$ cat src/rtl/rv32i_pkg.sv
// Shared RV32I definitions: hazard FSM states, opcode constants
// and small elaboration-time helpers.
package rv32i_pkg;

  typedef enum logic [1:0] {
    HZ_BOOT  = 2'b00,
    HZ_RUN   = 2'b01,
    HZ_LU    = 2'b10,
    HZ_FLUSH = 2'b11
  } hz_state_t;

  localparam logic [6:0] LOAD   = 7'b0000011;
  localparam logic [6:0] BRANCH = 7'b1100011;
  localparam logic [6:0] JAL    = 7'b1101111;
  localparam logic [6:0] JALR   = 7'b1100111;

  function automatic int max3(input int a, input int b, input int c);
    int m;
    m = (a > b) ? a : b;
    return (m > c) ? m : c;
  endfunction

endpackage

$ cat src/rtl/hazard_ctrl_unit_sat_counter.sv
// Saturating up-counter; holds at all-ones instead of wrapping.
// Used for the hazard performance counters.
module sat_counter #(
  parameter int CNT_W = 32
) (
  input  logic             clk,
  input  logic             rst_n,
  input  logic             inc,
  output logic [CNT_W-1:0] count
);

  always_ff @(posedge clk or negedge rst_n) begin
    if (!rst_n) begin
      count <= '0;
    end else if (inc && count != '1) begin
      count <= count + CNT_W'(1);
    end
  end

endmodule

$ cat src/rtl/hazard_ctrl_unit.sv
// Front-end hazard control: boot hold, load-use stall,
// external freeze and redirect flush, with perf counters.
import rv32i_pkg::*;

module hazard_ctrl_unit #(
  parameter int BOOT_CYCLES  = 2,
  parameter int LOAD_LAT     = 1,
  parameter int FLUSH_CYCLES = 1,
  parameter int CNT_W        = 32
) (
  input  logic             CLK,
  input  logic             rst_n,
  input  logic [4:0]       ID_rs1,
  input  logic [4:0]       ID_rs2,
  input  logic             ID_uses_rs1,
  input  logic             ID_uses_rs2,
  input  logic [4:0]       EX_rd,
  input  logic             EX_mem_read,
  input  logic             PC_redirect,
  input  logic             ext_stall,
  output logic             EN_PC,
  output logic             IF_ID_En,
  output logic             NOP_Ins,
  output logic             if_id_flush,
  output logic [CNT_W-1:0] stall_cnt,
  output logic [CNT_W-1:0] flush_cnt,
  output logic [1:0]       hz_state
);

  localparam int MAXC =
    max3(BOOT_CYCLES, LOAD_LAT, FLUSH_CYCLES);
  localparam int CW = (MAXC > 1) ? $clog2(MAXC) : 1;

  localparam logic [CW-1:0] BOOT_LAST =
    CW'(BOOT_CYCLES - 1);
  localparam logic [CW-1:0] LU_LAST =
    CW'(LOAD_LAT - 1);
  localparam logic [CW-1:0] FL_LAST =
    CW'(FLUSH_CYCLES - 1);

  hz_state_t     state, state_nx;
  logic [CW-1:0] cnt, cnt_nx;
  logic          lu;
  logic          hit1, hit2;

  assign hit1 = ID_uses_rs1 && (ID_rs1 == EX_rd);
  assign hit2 = ID_uses_rs2 && (ID_rs2 == EX_rd);
  assign lu = EX_mem_read && (EX_rd != 5'd0)
           && (hit1 || hit2);

  always_ff @(posedge CLK or negedge rst_n) begin
    if (!rst_n) begin
      state <= HZ_BOOT;
      cnt   <= '0;
    end else begin
      state <= state_nx;
      cnt   <= cnt_nx;
    end
  end

  always_comb begin
    state_nx    = state;
    cnt_nx      = cnt;
    EN_PC       = 1'b1;
    IF_ID_En    = 1'b1;
    NOP_Ins     = 1'b0;
    if_id_flush = 1'b0;
    if (state == HZ_BOOT) begin
      EN_PC       = 1'b0;
      IF_ID_En    = 1'b0;
      if_id_flush = 1'b1;
      if (cnt == BOOT_LAST) begin
        state_nx = HZ_RUN;
        cnt_nx   = '0;
      end else begin
        cnt_nx = cnt + CW'(1);
      end
    end else if (PC_redirect) begin
      // redirect also drops any pending load-use stall
      if_id_flush = 1'b1;
      if (FLUSH_CYCLES > 1) begin
        state_nx = HZ_FLUSH;
        cnt_nx   = CW'(1);
      end else begin
        state_nx = HZ_RUN;
        cnt_nx   = '0;
      end
    end else if (ext_stall) begin
      EN_PC    = 1'b0;
      IF_ID_En = 1'b0;
      NOP_Ins  = 1'b1;
    end else begin
      unique case (state)
        HZ_RUN: begin
          if (lu) begin
            EN_PC    = 1'b0;
            IF_ID_En = 1'b0;
            NOP_Ins  = 1'b1;
            if (LOAD_LAT > 1) begin
              state_nx = HZ_LU;
              cnt_nx   = CW'(1);
            end
          end
        end
        HZ_LU: begin
          EN_PC    = 1'b0;
          IF_ID_En = 1'b0;
          NOP_Ins  = 1'b1;
          if (cnt == LU_LAST) begin
            state_nx = HZ_RUN;
            cnt_nx   = '0;
          end else begin
            cnt_nx = cnt + CW'(1);
          end
        end
        HZ_FLUSH: begin
          if_id_flush = 1'b1;
          if (cnt == FL_LAST) begin
            state_nx = HZ_RUN;
            cnt_nx   = '0;
          end else begin
            cnt_nx = cnt + CW'(1);
          end
        end
        HZ_BOOT: begin
        end
      endcase
    end
  end

  assign hz_state = state;

  sat_counter #(.CNT_W(CNT_W)) u_stall_cnt (
    .clk   (CLK),
    .rst_n (rst_n),
    .inc   (NOP_Ins),
    .count (stall_cnt)
  );

  sat_counter #(.CNT_W(CNT_W)) u_flush_cnt (
    .clk   (CLK),
    .rst_n (rst_n),
    .inc   (if_id_flush && (state != HZ_BOOT)),
    .count (flush_cnt)
  );

endmodule

$ cat config.mk
export PLATFORM = sky130hd
export DESIGN_NAME = hazard_ctrl_unit
export DESIGN_NICKNAME = d
export VERILOG_FILES = /design/src/rtl/rv32i_pkg.sv /design/src/rtl/hazard_ctrl_unit_sat_counter.sv /design/src/rtl/hazard_ctrl_unit.sv
export SDC_FILE = /design/constraint.sdc
export NUM_CORES = 1
export LEC_CHECK = 0
export CAP_MARGIN = 20
export CORE_UTILIZATION = 48
export CTS_CLUSTER_SIZE = 30
export DETAILED_ROUTE_END_ITERATION = 12
export GPL_TIMING_DRIVEN = 0
export PLACE_DENSITY = 0.76
export SLEW_MARGIN = 20
export SYNTH_ARGS = -nofsm -noshare
export SYNTH_HDL_FRONTEND = slang
export SYNTH_SLANG_ARGS = --single-unit
$ cat constraint.sdc
create_clock -name CLK -period 2.4 [get_ports CLK]
set_clock_uncertainty 0.2 [all_clocks]
set_input_delay 0.48 -clock CLK [delete_from_list [all_inputs] [get_ports CLK]]
set_output_delay 0.48 -clock CLK [all_outputs]
set_load 0.02 [all_outputs]
### Word level (Yosys, flattened, before mapping)

Cells that the tools add are included.
W data, S select, Z words.

| storage, ports and cells | value |
|---|---|
| register bits | 67 |
| logic and storage cells | 58 |

| cells by class | value |
|---|---|
| add/sub/neg operators | 3 |
| equal/unequal tests | 10 |
| muxes and demuxes | 26 |
| reduce and logical (&&, ||, !) cells | 15 |

Operator list:

| cell | number |
|---|---|
| $add A32 B1 Y32 const B | 2 |
| $ne A32 B32 Y1 const B | 2 |
| $mux W1 | 18 |
| $mux W2 | 6 |
| $eq A5 B5 Y1 | 2 |
| $logic_and A1 B1 Y1 | 7 |
| $ne A3 B2 Y1 const B | 2 |
| $reduce_bool A5 Y1 | 1 |
| $eq A2 B2 Y1 const B | 2 |
| $pmux W1 S2 | 2 |
| $reduce_and A4 Y1 | 1 |
| $reduce_bool A3 Y1 | 1 |
| $eq A2 B1 Y1 const B | 1 |
| $logic_not A2 Y1 | 1 |
| $ne A2 B2 Y1 const B | 1 |
| $reduce_and A2 Y1 | 1 |
| $reduce_bool A2 Y1 | 1 |
| $reduce_or A2 Y1 | 1 |
| $add A1 B1 Y1 const B | 1 |
| $logic_or A1 B1 Y1 | 1 |

### Longest topological paths before layout

| logic depth | value |
|---|---|
| depth after elaboration | 10 |
| mapped depth | 8 |

### Modules after synthesis

A second synthesis with hierarchy kept.

| unflattened totals | value |
|---|---|
| cell total of the unflattened synthesis | 325 |
| area, all modules | 3409.5 um2 |

Modules (own cells, without submodules):

| module | times used | cells an instance | area an instance (um2) | sequential area each (um2) |
|---|---|---|---|---|
| sat_counter at u_stall_cnt | 1 | 151 | 1624.1 | 800.8 |
| sat_counter at u_flush_cnt | 1 | 140 | 1522.7 | 800.8 |
| hazard_ctrl_unit | 1 | 34 | 262.8 | 50.0 |

### Worst setup path after synthesis

No wires, ideal clock.

| timing path | value |
|---|---|
| path kind | input port to output port |
| start | input port EX_rd[0] |
| end | output port IF_ID_En |
| data arrival time | 1820 ps |
| data required time | 1720 ps |
| slack | -100 ps |
| stages | 6 |
| path buffers | 1 |
| cell sequence | or4_1 o21ai_1 nor2_1 nor2_1 o21a_1 buf_4 |

| between the ends | value |
|---|---|
| word-level cells in the longest chain between the ends | 9 |
| elaborated cells between the ends (all ways) | 13 |

RTL lines:

| element | RTL line | text |
|---|---|---|
| start, declared | hazard_ctrl_unit.sv:17 | `input logic [4:0] EX_rd,` |
| $eq A5 B5 Y1, on equally long branches | hazard_ctrl_unit.sv:46, hazard_ctrl_unit.sv:47 |  |
| $logic_and A1 B1 Y1, on equally long branches | hazard_ctrl_unit.sv:46, hazard_ctrl_unit.sv:47 |  |
| $logic_or A1 B1 Y1 | hazard_ctrl_unit.sv:49 | `&& (hit1 \|\| hit2);` |
| $logic_and A1 B1 Y1 * | hazard_ctrl_unit.sv:49 |  |
| $mux W1 * | -- |  |
| $pmux W1 S2 * | -- |  |
| $mux W1 * (3 in series) | -- |  |
| end, declared | hazard_ctrl_unit.sv:22 | `output logic IF_ID_En,` |

Every way passes the cells marked *; elsewhere a longest branch is shown, timed or not.

### Worst setup path after layout

| timing path | value |
|---|---|
| start | input port ID_rs2[1] |
| end | output port IF_ID_En |

| between the ends | value |
|---|---|
| word-level cells in the longest chain between the ends | 9 |

RTL lines:

| element | RTL line | text |
|---|---|---|
| start, declared | hazard_ctrl_unit.sv:14 | `input logic [4:0] ID_rs2,` |
| $eq A5 B5 Y1 | hazard_ctrl_unit.sv:47 | `assign hit2 = ID_uses_rs2 && (ID_rs2 == EX_rd);` |
| $logic_and A1 B1 Y1 | hazard_ctrl_unit.sv:47 |  |
| $logic_or A1 B1 Y1 | hazard_ctrl_unit.sv:49 |  |
| $logic_and A1 B1 Y1 | hazard_ctrl_unit.sv:49 |  |
| $mux W1 | hazard_ctrl_unit.sv:95 | `if (lu) begin` |
| $pmux W1 S2 | hazard_ctrl_unit.sv:93 | `unique case (state)` |
| $mux W1 | hazard_ctrl_unit.sv:88 | `end else if (ext_stall) begin` |
| $mux W1 | hazard_ctrl_unit.sv:78 | `end else if (PC_redirect) begin` |
| $mux W1 | hazard_ctrl_unit.sv:68 | `if (state == HZ_BOOT) begin` |

No other way between the ends.

==> flow_metrics.py <==
metrics = {
    "worst_hold_path": {
        "min_path_type": "flop to flop",
    },
    "final_layout": {
        "multi_input_comb_area_um2": 1650,
        "post_route_cells_drive_above_1_share": 0.166,
        "num-fill-cells": 523,
        "area_growth_pct": 39.6,
        "fin_util": 0.711,
        "antenna_cells": 0,
        "seq_area_um2": 1650,
        "fin_area_um2": 4650,
        "fin_nets": 441,
    },
    "floorplan": {
        "rows": 29,
        "ioPinCount": 92,
        "initial_core_util": 0.510,
        "dieArea_um2": 7270,
        "fp.dieW_um": 85.3,
        "core-area_um2": 6530,
        "die_h_um": 85.3,
    },
    "routing": {
        "drc": 0,
        "drtAntennaViolNets": 0,
        "routedWlPerCell_um": 15.3,
        "num_vias": 2709,
        "via_per_inst": 5.43,
        "drt_iter0_markers": 117,
        "routed_wl_mm": 7.62,
        "firstDrtPassIters": 4,
    },
    "sta": {
        "fin_crit_ps": 2540,
        "final_max_slew_viol_count": 0,
        "finalHoldViolCount": 0,
        "period_share": 1.06,
        "timing.final.ws_setup_ps": -143,
        "final-setup-viol-count": 3,
        "timing.fmax_ghz": 0.393,
        "finalHoldWorstSlack_ps": 279,
        "grt_setup_unrepaired": "true",
    },
    "placement": {
        "place_ws_ps": -1130,
        "gp_congestion": 0.843,
        "io_buffers": 90,
        "post_dp_cell_area_um2": 4350,
        "dp_hpwl_mm": 5.37,
    },
    "synth": {
        "synth_top_area_cell": "dfrtp_1",
        "netlist_area_um2": 3330,
        "synth.net_count": 331,
        "synthTopCellsByCount": "dfrtp_1, xnor2_1, nand3_1, nand4_1, nand2_1",
        "synth_top_area_share": 0.496,
        "yosys-top-cells-area": "dfrtp_1, xnor2_1, nand4_1",
        "synth_warnings": 0,
        "ys_types": 39,
        "ys.flop_type": "dfrtp_1",
        "syn_inst": 307,
        "synth_edf_count": 0,
        "synth_seq_cells": 66,
        "synth.most_common_cell": "dfrtp_1",
        "synthArstFlopShare": 1.00,
        "yosysSeqAreaShare": 0.496,
        "synth.avg_cell_area_um2": 10.8,
    },
    "pwr": {
        "ir_drop_mv": 0.583,
        "power.density_nw_per_um2": 652,
        "p_leak_nw": 1.99,
    },
    "setup_path": {
        "critPathSlowestCell": "nor4_2",
        "slowest_delay_ps": 310,
        "start_kind": "input port",
        "path_class": "input port to primary output",
        "path_max_fanout": 2,
        "cp.arrival_ps": 1860,
        "endpoint_kind": "primary output",
        "cp.required_ps": 1720,
        "crit_chain": "buf_6 > xor2_1 > nor4_2 > a32oi_2 > nor2_2 > nor2_1 > o21a_2 > buf_6 > buf_6",
        "cp_common_cell": "buf_6",
    },
    "global_route": {
        "track_usage": 0.222,
        "grt_antenna_before_repair": 0,
        "grt_pass1_vias": 2608,
        "grt-ovfl-total": 0,
        "grt_pass1_wl_mm": 12.6,
        "grt_max_degree": 36,
    },
    "clocking": {
        "clockRootBuffer": "clkbuf_8",
        "clkTransAtPathRegs_ps": 70,
        "cts_max_level": 3,
        "clkSinkCount": 66,
        "cts_buffer_depth": 2,
        "cts_tree": "done",
        "cts_buffers": 9,
        "clk_latency_ps": 330,
    },
    "flow_run": {
        "maxCapViolations": 0,
    },
    "outcome": {
        "outcome": "finished with violations",
        "violations": "setup timing",
    },
}
==> sequential cells by signal (all words and copies together) (netlist names) <==
signal / count
u_flush_cnt.count: 32
u_stall_cnt.count: 32
cnt: 1
hz_state: 1
==> logic make-up (layout without fill, tap and decap cells) <==
logic type	Yosys count	after routing	synth area share
flops	66	66	0.496
compound gates	8	8	0.0214
fa+ha+maj	2	2	0.00752
mux	2	2	0.00677
xor+xnor	72	72	0.189
other cells	1	1	0.00113
buf+inv	14	129	0.0259
simple gates	142	142	0.252
==> metrics by stage <==
stage          setup TNS [ps]  power (mW)  instances
6_report                 -285        3.03        499
5_1_grt                  -406        3.17        499
4_1_cts                  -332        3.04        497
3_5_place_dp           -15680        2.02        475
3_3_place_gp          -113940        2.00        474
2_1_floorplan               0        1.68        307
==> cell usage in the layout (no fill, tap or decap), drive strengths merged, types with 2 or more instances in the layout <==
cell and instances:
clkdlybuf4s50 69, dfrtp 66, xnor2 58, buf 31, nand4 28, nand3 27
nand2 22, and3 19, xor2 14, nor2 14, clkbuf 10, and2 7
and4 7, inv 7, nor4 7, dlygate4sd2 5, clkinv 4, nor2b 4
nor3 3, ha 2, bufinv 2, mux2 2
==> worst paths after layout <==
check	slack, ps	cells after the start	startpoint	endpoint
max in group asynchronous	1030	3	rst_n	u_stall_cnt.count[29]
min in group asynchronous	440	2	rst_n	u_stall_cnt.count[2]
worst min-delay path	280	2	cnt	cnt
worst max-delay path	-140	9	ID_rs2[1]	IF_ID_En
worst min register to register	280	2	cnt	cnt
worst max register to register	130	7	u_stall_cnt.count[6]	u_stall_cnt.count[10]
==> what timing repair did <==
| action | CTS | global route |
|---|---|---|
| cloned | 0 | 0 |
| endpoints found under the setup margin | 32 | 31 |
| hold buffers | 1 | 0 |
| buffers inserted | 5 | 2 |
| hold endpoints to repair | 34 | 0 |
| gates resized for setup | 78 | 11 |
| pin swaps | 17 | 7 |
==> layer usage <==
| metal | GRT usage | share of wire | routed length (µm) |
|---|---|---|---|
| met3 | 0.0467 | 0.045 | 341 |
| met5 | 0 | 0 | 0 |
| met4 | 0.0894 | 0.015 | 116 |
| met2 | 0.349 | 0.48 | 3660 |
| met1 | 0.301 | 0.46 | 3500 |
==> power breakdown <==
part / total (mW) / internal [mW] / switching [mW]
sequential: 1.35 / 1.21 / 0.134
clock: 1.02 / 0.585 / 0.432
combinational: 0.663 / 0.337 / 0.326
==> worst max-delay path: cells and delay by family <==
family | cells | cell delay, ps
buffers and inverters | 3 | 330
XOR/XNOR | 1 | 160
AND/OR/NAND/NOR | 3 | 520
AO/OA/AOI/OAI | 2 | 390
==> cell type report <==
cell class                 count  share of cell area
buffer                         8              0.0145
clock buffer                   9              0.0267
clock inverter                 7              0.0199
inverter                       6             0.00485
multi-input combinational    227               0.354
sequential                    66               0.355
tap                           77              0.0207
timing repair buffer          99               0.204
(Power assumes the default switching activity.)
